$ cat src/rtl/div_seq_pkg.sv
// Shared definitions for the multi-cycle divider: FSM state codes, handshake levels,
// EX aluop codes for DIV/DIVU and the double register bus width.
package div_seq_pkg;

  typedef enum logic [1:0] {
    DIV_FREE   = 2'b00,
    DIV_BYZERO = 2'b01,
    DIV_ON     = 2'b10,
    DIV_END    = 2'b11
  } div_state_e;

  localparam logic DIV_RESULT_READY     = 1'b1;
  localparam logic DIV_RESULT_NOT_READY = 1'b0;
  localparam logic DIV_START            = 1'b1;
  localparam logic DIV_STOP             = 1'b0;

  localparam logic [7:0] EXE_DIV_OP  = 8'b00011010;
  localparam logic [7:0] EXE_DIVU_OP = 8'b00011011;

  localparam int DOUBLE_REG_BUS_W = 64;

endpackage

$ cat src/rtl/div_seq.sv
// Radix-2 restoring divider sequencer for DIV/DIVU: one quotient bit per cycle,
// {remainder, quotient} presented with ready_o, stall requested while busy.
module div_seq
  import div_seq_pkg::*;
#(
  parameter int DATA_W = 32
) (
  input  logic                clk,
  input  logic                rst,
  input  logic                signed_div_i,
  input  logic [DATA_W-1:0]   opdata1_i,
  input  logic [DATA_W-1:0]   opdata2_i,
  input  logic                start_i,
  input  logic                annul_i,
  output logic [2*DATA_W-1:0] result_o,
  output logic                ready_o,
  output logic                stallreq_o
);

  localparam int CNT_W = $clog2(DATA_W + 1);

  div_state_e            state_reg, state_next;
  logic [2*DATA_W:0]     work_reg, work_next;
  logic [CNT_W-1:0]      counter_reg, counter_next;
  logic [DATA_W-1:0]     divisor_reg, divisor_next;
  logic                  a_sign_reg, a_sign_next;
  logic                  b_sign_reg, b_sign_next;
  logic [2*DATA_W-1:0]   result_reg, result_next;
  logic                  ready_reg, ready_next;

  logic [DATA_W:0]       diff;
  logic [DATA_W-1:0]     abs_a, abs_b;
  logic [DATA_W-1:0]     quo_fix, rem_fix;

  // Trial subtraction of the divisor from the partial remainder; bit DATA_W is the borrow.
  assign diff = work_reg[2*DATA_W:DATA_W] - {1'b0, divisor_reg};

  assign abs_a = (signed_div_i && opdata1_i[DATA_W-1]) ? -opdata1_i : opdata1_i;
  assign abs_b = (signed_div_i && opdata2_i[DATA_W-1]) ? -opdata2_i : opdata2_i;

  // Remainder follows the dividend sign; quotient is negative when the signs differ.
  assign quo_fix = (a_sign_reg ^ b_sign_reg) ? -work_reg[DATA_W-1:0] : work_reg[DATA_W-1:0];
  assign rem_fix = a_sign_reg ? -work_reg[2*DATA_W:DATA_W+1] : work_reg[2*DATA_W:DATA_W+1];

  always_comb begin
    state_next   = state_reg;
    work_next    = work_reg;
    counter_next = counter_reg;
    divisor_next = divisor_reg;
    a_sign_next  = a_sign_reg;
    b_sign_next  = b_sign_reg;
    result_next  = result_reg;
    ready_next   = ready_reg;

    unique case (state_reg)
      DIV_FREE: begin
        ready_next  = DIV_RESULT_NOT_READY;
        result_next = '0;
        if (start_i == DIV_START && !annul_i) begin
          if (opdata2_i == '0) begin
            state_next = DIV_BYZERO;
          end else begin
            a_sign_next  = signed_div_i & opdata1_i[DATA_W-1];
            b_sign_next  = signed_div_i & opdata2_i[DATA_W-1];
            divisor_next = abs_b;
            work_next    = {{DATA_W{1'b0}}, abs_a, 1'b0};
            counter_next = '0;
            state_next   = DIV_ON;
          end
        end
      end

      DIV_BYZERO: begin
        work_next  = '0;
        state_next = DIV_END;
      end

      DIV_ON: begin
        if (annul_i) begin
          state_next = DIV_FREE;
        end else if (counter_reg == CNT_W'(DATA_W)) begin
          work_next    = {rem_fix, work_reg[DATA_W], quo_fix};
          counter_next = '0;
          state_next   = DIV_END;
        end else begin
          if (diff[DATA_W])
            work_next = {work_reg[2*DATA_W-1:0], 1'b0};
          else
            work_next = {diff[DATA_W-1:0], work_reg[DATA_W-1:0], 1'b1};
          counter_next = counter_reg + CNT_W'(1);
        end
      end

      DIV_END: begin
        if (start_i == DIV_STOP || annul_i) begin
          state_next  = DIV_FREE;
          ready_next  = DIV_RESULT_NOT_READY;
          result_next = '0;
        end else begin
          ready_next  = DIV_RESULT_READY;
          result_next = {work_reg[2*DATA_W:DATA_W+1], work_reg[DATA_W-1:0]};
        end
      end

      default: state_next = DIV_FREE;
    endcase
  end

  always_ff @(posedge clk or posedge rst) begin
    if (rst) begin
      state_reg   <= DIV_FREE;
      work_reg    <= '0;
      counter_reg <= '0;
      divisor_reg <= '0;
      a_sign_reg  <= 1'b0;
      b_sign_reg  <= 1'b0;
      result_reg  <= '0;
      ready_reg   <= DIV_RESULT_NOT_READY;
    end else begin
      state_reg   <= state_next;
      work_reg    <= work_next;
      counter_reg <= counter_next;
      divisor_reg <= divisor_next;
      a_sign_reg  <= a_sign_next;
      b_sign_reg  <= b_sign_next;
      result_reg  <= result_next;
      ready_reg   <= ready_next;
    end
  end

  assign result_o   = result_reg;
  assign ready_o    = ready_reg;
  assign stallreq_o = start_i & ~annul_i & ~ready_reg;

endmodule

$ cat config.mk
export PLATFORM = sky130hd
export DESIGN_NAME = div_seq
export DESIGN_NICKNAME = d
export VERILOG_FILES = /design/src/rtl/div_seq_pkg.sv /design/src/rtl/div_seq.sv
export SDC_FILE = /design/constraint.sdc
export NUM_CORES = 1
export LEC_CHECK = 0
export CORE_ASPECT_RATIO = 1.75
export CORE_MARGIN = 2
export CORE_UTILIZATION = 24
export CTS_BUF_LIST = sky130_fd_sc_hd__clkbuf_8
export CTS_CLUSTER_DIAMETER = 150
export DETAILED_ROUTE_END_ITERATION = 7
export SLEW_MARGIN = 20
export SYNTH_ARGS = -nofsm -noshare
export SYNTH_HDL_FRONTEND = slang
export SYNTH_SLANG_ARGS = --single-unit
export TNS_END_PERCENT = 50
$ cat constraint.sdc
create_clock -name clk -period 18.2 [get_ports clk]
set_input_delay 3.64 -clock clk [delete_from_list [all_inputs] [get_ports clk]]
set_output_delay 3.64 -clock clk [all_outputs]
set_load 0.01 [all_outputs]
==> flow_summary.ini <==
[worst_setup_path]
worstSetupPathType = input pin to primary output
max_stage_delay_ns = 0.54
slowest_stage = clkdlybuf4s50_1
reg2reg_from = work_reg[39]$_DFFE_PP0P_
cp.required_ns = 14.56
startpoint = annul_i
path_cells = clkdlybuf4s50_1 -> inv_1 -> nand2_1 -> nor2_1 -> clkdlybuf4s50_1
path_common_cell = clkdlybuf4s50_1
crit_arrival_ns = 5.07
path_max_fanout = 6
start_kind = input pin
cp-end-kind = primary output

[die]
num_io_pins = 135
die_h_um = 298.1
die_w_um = 172.0
core-area_um2 = 48730
num_rows = 107
die_area_um2 = 51280
initial_utilization_pct = 24.34

[global_routing]
grt_start_max_net_pins = 69
grt_pass1_vias = 10980
overflow = 0
track_usage_pct = 15.55
grt_pass1_wl_mm = 62.20
antenna_found_initial = 1

[timing]
fmax_ghz = 0.1148
tightestPinTransition_ns = 0.9618
hold_violations = 0
fin_crit_ns = 8.711
report.final.setup_viol = 0
slew_violations = 0
slew_headroom_pct = 35.39
finalCritPeriodShare_pct = 47.86
finClkSkew_ns = 0.02700
setup_tns_ns = 0
rsz0062_at_grt = no

[cts]
clockBufferDepth = 2
tritoncts = built
clock-root-buffer = clkbuf_8
post_cts_resized = 0
post_cts_buffers = 0
cts_buffers = 17
clk_pin_slew_ns = 0.09
hold_buffers = 0
clkLatencyLatePin_ns = 0.51
htreeDepth = 4
cts_sinks = 172

[route]
wl_per_cell_um = 18.39
drt_wl_total_mm = 39.74
drt-initial-drc-count = 828
via_per_inst = 5.185
drc = 0
ant_nets = 0
vias = 11200
first_pass_iters = 5

[finish]
nets = 1606
largest_reg_flops = 65
area_growth_pct = 20.93
drive_above_1_share_pct = 5.710
final_area_um2 = 14340
regArea_um2 = 4304
fin_cells = 2161
multi_input_area_um2 = 7087
fill_cells = 5242

[logic_synthesis]
yosys.area.top_type = dfrtp_1
yosysMostFrequentCell = dfrtp_1
synth_top_area_share_pct = 36.29
yosys_warnings = 0
mappedNetlistArea_um2 = 11860
syn-instance-count = 1406
synth_cell_types = 76
synth_edf_count = 0
ys_seq_elements = 172
synthTopCellsByArea = dfrtp_1, a21oi_1, nand2_1
syn_nets = 1519
async_flop_share_pct = 100.0
syn_avg_cell_area_um2 = 8.434
synthFlopType = dfrtp_1
synth_commonest_cells = dfrtp_1, nand2_1, a21oi_1
ys_seq_area_share_pct = 36.29

[hold_path]
hold_class = flop to flop
min-delay-start = counter_reg[5]$_DFFE_PP0P_

[run_status]
status = finished clean

[placement]
hpwl_mm = 29.41
post_dp_cell_area_um2 = 13870
dp_cells = 2128
portBuffers = 134
place_congestion = 0.8647

[pwr]
p_leak_nw = 5.830
power_mw = 2.230
p_per_area_nw_per_um2 = 155.5
ir_drop_v = 0.00007360

[flow_run]
maxCapViolations = 0
[critical path: cells and delay by family]
| family | cells | cell delay [ns] |
|---|---|---|
| simple gates | 2 | 0.25 |
| buf+inv | 3 | 1.18 |
[logic make-up (layout without fill, tap and decap cells)]
group,after synthesis,in the layout,synth area share [%]
xor+xnor,92,92,6.795
flops,172,172,36.29
other cells,0,1,0
simple gates,467,467,19.24
buf+inv,137,237,4.431
fa+ha+maj,44,44,4.706
mux,24,24,2.100
compound gates,470,470,26.43
[routing by layer]
metal  part of all wire (%)  global-route usage [%]  vias up
li1                       -                       -     5376
met1                     41                   18.75     5424
met2                     52                   27.64      355
met3                    4.2                   2.179       49
met4                    2.9                   5.802        0
met5                      0                       0        -
[cells in the final DEF, fill, tap and decap left out, drive strengths merged, types with 18 or more instances in the layout]
cell / instances
nor2: 110
ha: 43
a22o: 64
or3: 32
nor4: 18
o21ai: 110
xor2: 45
a21oi: 111
xnor2: 47
inv: 63
dfrtp: 172
o31ai: 18
a31oi: 23
nand3: 41
nor3: 38
o221ai: 28
clkdlybuf4s50: 134
nand2: 148
o21a: 21
[report_power, final]
part	total, mW	internal (mW)	switching [mW]
sequential	0.636	0.489	0.147
combinational	1.28	0.491	0.784
clock	0.318	0.133	0.185
total	2.23	1.11	1.12
[per-stage QoR]
step,setup slack (ns),util [%],hold slack [ns]
5_1_grt,9.384,29.43,0.5174
6_report,9.489,29.43,0.5039
3_5_place_dp,9.493,28.47,0.4949
4_1_cts,9.483,29.41,0.5034
3_3_place_gp,9.482,28.47,0.4740
2_1_floorplan,9.900,-,0.4504
[worst paths after layout]
path	end	slack (ns)	cells past startpoint
setup / recovery	stallreq_o	9.49	5
hold / removal	counter_reg[5]$_DFFE_PP0P_	0.50	1
setup reg to reg	work_reg[60]$_DFFE_PP0P_	14.03	10
hold reg to reg	counter_reg[5]$_DFFE_PP0P_	0.50	1
max in group asynchronous	work_reg[0]$_DFFE_PP0P_	12.71	4
min in group asynchronous	result_o[34]$_DFFE_PP0P_	3.55	2
[final cells by class]
type,count,share of cell area [%]
sequential,172,30.01
antenna,1,0.01745
multi-input combinational,1097,49.42
timing repair buffer,150,10.19
clock inverter,15,1.553
tap,654,5.706
clock buffer,17,1.631
inverter,55,1.474
Note: power is estimated with default switching activity, not from simulation.
